$ cat src/rtl/clb_cfg_loader.sv
// clb_cfg_loader
// Write side of the CLB configuration interface. Accepts bytes from the host
// over a valid/ready handshake and serialises them LSB first into the CLB
// configuration shift chain. Once CHAIN_LEN bits have been shifted, it issues
// a one-cycle commit strobe on cfg_latch.
//
// Parameters:
//   CHAIN_LEN  number of bits in the configuration chain (>= 1)
//   CNT_W      width of the total-bit counter
//
// Ports:
//   clk        clock, rising edge
//   rst        asynchronous active-high reset
//   start      begin a load (sampled in IDLE only)
//   abort      cancel a load in WAIT_BYTE/SHIFT; no latch is issued
//   in_data    configuration byte, LSB shifted first
//   in_valid   in_data is valid
//   in_ready   loader can accept a byte (WAIT_BYTE only)
//   cfg_bit    serial data to the chain (0 when cfg_shift is 0)
//   cfg_shift  chain shift enable, one bit per cycle
//   cfg_latch  one-cycle commit strobe
//   busy       high in any state other than IDLE
//   done       sticky completion flag, cleared by the next accepted start
module clb_cfg_loader #(
    parameter int unsigned CHAIN_LEN = 64,
    parameter int unsigned CNT_W     = $clog2(CHAIN_LEN + 1)
) (
    input  logic       clk,
    input  logic       rst,
    input  logic       start,
    input  logic       abort,
    input  logic [7:0] in_data,
    input  logic       in_valid,
    output logic       in_ready,
    output logic       cfg_bit,
    output logic       cfg_shift,
    output logic       cfg_latch,
    output logic       busy,
    output logic       done
);

    typedef enum logic [1:0] {
        IDLE,
        WAIT_BYTE,
        SHIFT,
        LATCH
    } state_t;

    localparam logic [CNT_W-1:0] TOT_LAST = CNT_W'(CHAIN_LEN);

    state_t           state;
    logic [7:0]       sr;
    logic [3:0]       bit_cnt;
    logic [CNT_W-1:0] tot;

    logic [3:0]       bit_nxt;
    logic [CNT_W-1:0] tot_nxt;

    // Post-increment counter values; the SHIFT exit decision uses these.
    always_comb begin
        bit_nxt = bit_cnt + 4'd1;
        tot_nxt = tot + CNT_W'(1);
    end

    always_ff @(posedge clk or posedge rst) begin
        if (rst) begin
            state     <= IDLE;
            sr        <= '0;
            bit_cnt   <= '0;
            tot       <= '0;
            in_ready  <= 1'b0;
            cfg_bit   <= 1'b0;
            cfg_shift <= 1'b0;
            cfg_latch <= 1'b0;
            busy      <= 1'b0;
            done      <= 1'b0;
        end else begin
            cfg_latch <= 1'b0;
            case (state)
                IDLE: begin
                    if (start) begin
                        state    <= WAIT_BYTE;
                        done     <= 1'b0;
                        tot      <= '0;
                        bit_cnt  <= '0;
                        in_ready <= 1'b1;
                        busy     <= 1'b1;
                    end
                end

                WAIT_BYTE: begin
                    if (abort) begin
                        state    <= IDLE;
                        in_ready <= 1'b0;
                        busy     <= 1'b0;
                    end else if (in_valid && in_ready) begin
                        // cfg_bit is registered, so bit 0 is presented right
                        // away and sr holds the remaining bits pre-shifted.
                        sr        <= {1'b0, in_data[7:1]};
                        bit_cnt   <= '0;
                        cfg_bit   <= in_data[0];
                        cfg_shift <= 1'b1;
                        in_ready  <= 1'b0;
                        state     <= SHIFT;
                    end
                end

                SHIFT: begin
                    if (abort) begin
                        state     <= IDLE;
                        cfg_shift <= 1'b0;
                        cfg_bit   <= 1'b0;
                        busy      <= 1'b0;
                    end else begin
                        sr      <= sr >> 1;
                        bit_cnt <= bit_nxt;
                        tot     <= tot_nxt;
                        if (tot_nxt == TOT_LAST) begin
                            // Chain full: any unshifted upper bits of a
                            // partial final byte are dropped here.
                            state     <= LATCH;
                            cfg_shift <= 1'b0;
                            cfg_bit   <= 1'b0;
                            cfg_latch <= 1'b1;
                        end else if (bit_nxt == 4'd8) begin
                            state     <= WAIT_BYTE;
                            cfg_shift <= 1'b0;
                            cfg_bit   <= 1'b0;
                            in_ready  <= 1'b1;
                        end else begin
                            cfg_bit <= sr[0];
                        end
                    end
                end

                LATCH: begin
                    state <= IDLE;
                    done  <= 1'b1;
                    busy  <= 1'b0;
                end

                default: state <= IDLE;
            endcase
        end
    end

endmodule

$ cat config.mk
export PLATFORM = sky130hd
export DESIGN_NAME = clb_cfg_loader
export DESIGN_NICKNAME = d
export VERILOG_FILES = /design/src/rtl/clb_cfg_loader.sv
export SDC_FILE = /design/constraint.sdc
export NUM_CORES = 1
export LEC_CHECK = 0
export CAP_MARGIN = 20
export CORE_UTILIZATION = 49
export DETAILED_ROUTE_END_ITERATION = 8
export PLACE_DENSITY = 0.75
export SLEW_MARGIN = 20
export SYNTH_ARGS = -nofsm -noshare
export SYNTH_HDL_FRONTEND = slang
export SYNTH_SLANG_ARGS = --single-unit
export TNS_END_PERCENT = 10
$ cat constraint.sdc
create_clock -name clk -period 1.65 [get_ports clk]
set_input_delay 0.4125 -clock clk [delete_from_list [all_inputs] [get_ports clk]]
set_output_delay 0.4125 -clock clk [all_outputs]
set_load 0.05 [all_outputs]
==> flow_metrics.tcl, run 1 <==
set metrics [dict create \
    synth.cell_area_um2 1480 \
    via_count 1378 \
    postPlaceCellArea_um2 1920 \
    ys_seq_elements 26 \
    clk_path_buf_depth 2 \
    yosys-top-cells-area "dfrtp_1 44%, mux2i_1 7.4%, a21oi_1 6.1%" \
    rsz0062_at_grt "true" \
    syn-mean-instance-area_um2 9.30 \
    drc_errors 2 \
    ys_warn_count 0 \
    finClkSkew_ns 0.00409 \
    gr-total-overflow 0 \
    clk_pin_slew_worst_paths_ns 0.15 \
    cts_tree "built" \
    gp_congestion 0.838 \
    seq_area_um2 652 \
    start_util_pct 52.7 \
    synth_top_area_cell "dfrtp_1" \
    grt_pass1_wl_um 6220 \
    ys_types 42 \
    dp_slack_ns -0.302 \
    maxSlewViolCount 0 \
    routedWlPerCell_um 15.5 \
    cp_max_fo 6 \
    irDropWorstVdd_v 0.00107 \
    worstSetupPathType "flop to flop" \
    finalNetCount 226 \
    h-tree-depth 1 \
    antenna_left 0 \
    p_per_area_nw_per_um2 1470 \
    synthCells 159 \
    dp_hpwl_um 2530 \
    grt_usage_pct 24.8 \
    port_buffers 18 \
    clock_latency_ns 0.32 \
    yosys_most_used_dff "dfrtp_1" \
    min_path_type "primary input to async pin" \
    synth_async_sr_flop_share_pct 100 \
    wl_um 3680 \
    layout_setup_ws_ns -0.0455 \
    worstSetupStartpoint "tot[3]" \
    outcome "finished with violations" \
    worstPathRequired_ns 1.89 \
    synthesis.nets 178 \
    slew_headroom_pct 77.2 \
    start_kind "flop" \
    violations "DRC, setup timing" \
    finalSetupViolations 4 \
    n_fill_cell 204 \
    cp.arrival_ns 1.94 \
    critPathCaptureType "flop" \
    max_freq_mhz 590 \
    rows 19 \
    r2r_start "tot[3]" \
    die_h_um 56.9 \
    coreArea_um2 2810 \
    cts.sink_count 26 \
    hold_violations 0 \
    die_w_um 56.9 \
    final_cell_area_um2 2080 \
    leakage_nw 0.938 \
    synth_most_common_cell "dfrtp_1" \
    die_area_um2 3240 \
    maxCapViolCount 0 \
    period_share_pct 103 \
    io-pin-count 19 \
    grt_max_degree 27 \
    clock-root-buffer "clkbuf_4" \
    antenna_found_initial 0 \
    synth-edff-count 0 \
    first_global_vias 1427 \
    layout-drive-gt1-share_pct 31.6 \
    ys_seq_area_share_pct 44.0 \
    synth_top_area_share_pct 44.0 \
    drt-vias-per-instance 5.81 \
    multi_input_area_um2 860 \
    syn_to_final_growth_pct 40.6 \
    drt_iter0_markers 67 \
    drt-pass1-iter-count 6 \
    antenna-diode-count 0 \
    tightest_slew_ns 0.342 \
    synth_common_cells "26 x dfrtp_1, 18 x a21oi_1, 14 x nand2_1, 14 x nor2_1" \
    cts_buffers 3 \
    min_period_ns 1.70 \
]
## critical path, stage by stage (launching register included)
cell	delay (ns)
dfrtp_1	0.43
or2_2	0.31
o21ai_2	0.18
o2111ai_4	0.19
o31a_1	0.33
mux2i_1	0.17
## cells by family after synthesis
family	count (synthesis)	synth area share (%)
adders and majority gates	6	5.08
DFF	26	44.0
and+or+nand+nor	54	17.9
muxes	12	8.21
xor gates and xnor gates	1	0.592
AOI/OAI and AO/OA	46	20.0
buffers and inverters	14	4.31
## layout by cell type (no fill, tap or decap), drive strengths merged, types with 2 or more instances in the layout
cell type,n
buf,35
dfrtp,26
a21oi,18
nand2,14
nor2,14
mux2i,11
clkdlybuf4s50,11
o21ai,11
inv,10
nand3,8
ha,6
nor3,5
clkbuf,4
nand4,2
a31oi,2
a21o,2
and2,2
and3,2
a41o,2
nor2b,2
a22o,2
## layout make-up
| cell class | instances | share of cell area [%] |
|---|---|---|
| well taps | 31 | 1.87 |
| multi-input cells | 119 | 41.3 |
| inverters | 10 | 1.81 |
| flip-flops and latches | 26 | 31.3 |
| clock buffers | 4 | 1.74 |
| repair buffers | 47 | 21.9 |
## path summary, 6_finish.rpt
| check | to | slack, ns | depth (start not counted) |
|---|---|---|---|
| setup reg to reg | state[1] | -0.05 | 5 |
| min in group clk | sr[5] | 0.55 | 2 |
| setup / recovery | state[1] | -0.05 | 5 |
| hold / removal | tot[0] | 0.42 | 3 |
| hold reg to reg | sr[5] | 0.55 | 2 |
| max in group asynchronous | in_ready | 0.95 | 3 |
## state kept, by name, indices dropped and copies added, names as in the netlist
signal,flops
cfg_bit,1
cfg_shift,1
done,1
bit_cnt,4
state,2
sr,7
cfg_latch,1
busy,1
tot,7
in_ready,1
## metal layers
layer,up-vias,wire (um),GRT usage [%]
li1,664,-,-
met1,666,1630,31.6
met2,44,1860,40.2
met3,4,142,4.08
met4,0,46,13.9
met5,-,0,0
## where the power goes
| part | switching [mW] | leakage (nW) | total (mW) | internal (mW) |
|---|---|---|---|---|
| clock | 0.193 | 0.0210 | 0.328 | 0.135 |
| combinational | 0.887 | 0.588 | 1.75 | 0.864 |
| sequential | 0.156 | 0.329 | 0.985 | 0.830 |
| total | 1.24 | 0.938 | 3.06 | 1.83 |
## per-stage QoR
step | instances | hold slack [ns] | utilization (%) | total power, mW | TNS (ns)
global route | 237 | 0.483 | 74.1 | 3.26 | -0.433
global placement | 230 | 0.516 | 68.3 | 2.48 | -4.14
finish | 237 | 0.424 | 74.1 | 3.06 | -0.0909
CTS | 237 | 0.432 | 72.9 | 2.97 | -0.0220
floorplan | 159 | 0.452 | - | 1.84 | 0
detailed placement | 230 | 0.524 | 68.3 | 2.55 | -5.18
## timing repair
item	CTS	global route
resized for setup	16	13
setup endpoints to repair	16	18
hold buffers	0	0
pin swaps	3	5
setup buffers	3	0
Note: power is estimated with default switching activity, not from simulation.
==> run 2, diff against run 1 <==
--- a/config.mk
+++ b/config.mk
@@ -7,8 +7,11 @@
 export LEC_CHECK = 0
 export CAP_MARGIN = 20
 export CORE_UTILIZATION = 49
+export CTS_BUF_LIST = sky130_fd_sc_hd__clkbuf_8 sky130_fd_sc_hd__clkbuf_16
 export DETAILED_ROUTE_END_ITERATION = 8
 export PLACE_DENSITY = 0.75
+export REMOVE_ABC_BUFFERS = 1
+export SKIP_CTS_REPAIR_TIMING = 1
 export SLEW_MARGIN = 20
 export SYNTH_ARGS = -nofsm -noshare
 export SYNTH_HDL_FRONTEND = slang
==> run 2 against run 1 <==
  * The run now ends clean
  * Utilization up 3.7 points
  * Highest routed layer unchanged
  * Fmax up 3.3%
  * Flip-flop and latch count unchanged
  * Worst hold slack better by 0.053 ns
  * Routed wire length up 8.7%
  * Die area unchanged
  * Global-route usage down 0.73 points
  * Non-clock buffer count up 7
  * Clock skew up 0.0036 ns
  * Combinational power up 6%
  * Setup slack better by 0.054 ns
  * Largest cell class unchanged
  * First-iteration DRC count down 15%
==> flow_metrics.tcl, run 2 (synthesized netlist as in run 1, its figures left out) <==
set metrics [dict create \
    h-tree-depth 1 \
    worstSetupStartpoint "tot[3]" \
    antenna_left 0 \
    cp_max_fo 6 \
    gp_congestion 0.899 \
    finClkSkew_ns 0.00771 \
    cts.sink_count 26 \
    drt_iter0_markers 57 \
    drc_errors 0 \
    postPlaceCellArea_um2 1930 \
    slew_headroom_pct 72.2 \
    fin_setup_tns_ns 0 \
    critPathCaptureType "flop" \
    r2r_start "tot[3]" \
    cts_buffers 3 \
    r2r_slack_ns 0.008 \
    cts_tree "built" \
    start_util_pct 52.7 \
    rsz0062_at_grt "true" \
    die_area_um2 3240 \
    place_inst 232 \
    grt_max_degree 27 \
    drt-vias-per-instance 5.93 \
    wl_um 3990 \
    min_period_ns 1.64 \
    start_kind "flop" \
    finalNetCount 233 \
    drt-pass1-iter-count 4 \
    worstPathRequired_ns 1.84 \
    dp_hpwl_um 2660 \
    syn_to_final_growth_pct 47.6 \
    die_h_um 56.9 \
    layout-drive-gt1-share_pct 32.4 \
    most-common-layout-cells "33 x buf_4, 26 x dfrtp_1, 15 x a21oi_1" \
    clk_path_buf_depth 2 \
    maxSlewViolCount 0 \
    antenna-diode-count 0 \
    rows 19 \
    grt_pass1_wl_um 6110 \
    dp_slack_ns -0.300 \
    clock_latency_ns 0.27 \
    clk_pin_slew_worst_paths_ns 0.09 \
    clock-root-buffer "clkbuf_8" \
    layout_setup_ws_ns 0.00838 \
    finish.utilization_pct 77.8 \
    stdcell_count 244 \
    n_fill_cell 172 \
    tightest_slew_ns 0.414 \
    maxCapViolCount 0 \
    hold_violations 0 \
    period_share_pct 99.5 \
    min_path_type "primary input to async pin" \
    reg.largest.list "sr (7), tot (7), bit_cnt (4)" \
    p_per_area_nw_per_um2 1540 \
    grt_usage_pct 24.0 \
    routedWlPerCell_um 16.4 \
    worstSetupPathType "flop to flop" \
    reg2regPathDepth 5 \
    irDropWorstVdd_v 0.00149 \
    first_global_vias 1333 \
    max_freq_mhz 609 \
    antenna_found_initial 0 \
    via_count 1446 \
    outcome "complete, no violations" \
    port_buffers 18 \
    gr-total-overflow 0 \
    timing.hold.ws_ns 0.478 \
    io-pin-count 19 \
    die_w_um 56.9 \
    power.total_mw 3.35 \
    layout_commonest_cell "buf_4" \
    coreArea_um2 2810 \
    leakage_nw 1.00 \
    final_cell_area_um2 2180 \
    finalSetupViolations 0 \
    r2r-end "in_ready" \
    cp.arrival_ns 1.84 \
]
==> run 2: cell types whose count changed in the layout (fill, tap and decap cells not counted), sizes merged <==
cell,before,now
buf,35,42
bufinv,0,1
clkbuf,4,3
clkdlybuf4s50,11,10
dlymetal6s2s,1,2
==> run 2: power breakdown <==
| part | switching [mW] | internal, mW |
|---|---|---|
| combinational | 0.945 | 0.902 |
| sequential | 0.155 | 0.828 |
| clock | 0.199 | 0.325 |
==> run 2: layer usage <==
| metal | up-vias | global-route usage [%] | routed length, um |
|---|---|---|---|
| li1 | 679 | - | - |
| met1 | 707 | 29.3 | 1650 |
| met2 | 47 | 43.2 | 2090 |
| met3 | 13 | 3.63 | 148 |
| met4 | 0 | 8.71 | 99 |
| met5 | - | 0 | 0 |
==> run 2: critical path, cell delays in order, from the launching register on <==
cell       delay, ns
dfrtp_1         0.40
or2_2           0.31
o21ai_2         0.16
o2111ai_4       0.21
o211ai_1        0.27
mux2i_1         0.21
==> run 2: layout make-up <==
cell class / instances / area, um2 / share of cell area, %
clock buffers: 3 / 41.3 / 1.89
clock inverters: 1 / 30.0 / 1.38
inverters: 10 / 37.5 / 1.72
multi-input cells: 119 / 867 / 39.7
flip-flops and latches: 26 / 651 / 29.8
well taps: 31 / 38.8 / 1.78
repair buffers: 54 / 518 / 23.7
==> run 2: worst max path at each step <==
stage / cells after the start / end / slack (ns)
CTS: 5 / state[1] / -0.14
global route: 7 / bit_cnt[0] / -0.07
finish: 5 / in_ready / 0.008
global placement: 6 / bit_cnt[3] / -0.23
floorplan: 7 / sr[6] / -0.31
detailed placement: 6 / bit_cnt[0] / -0.30
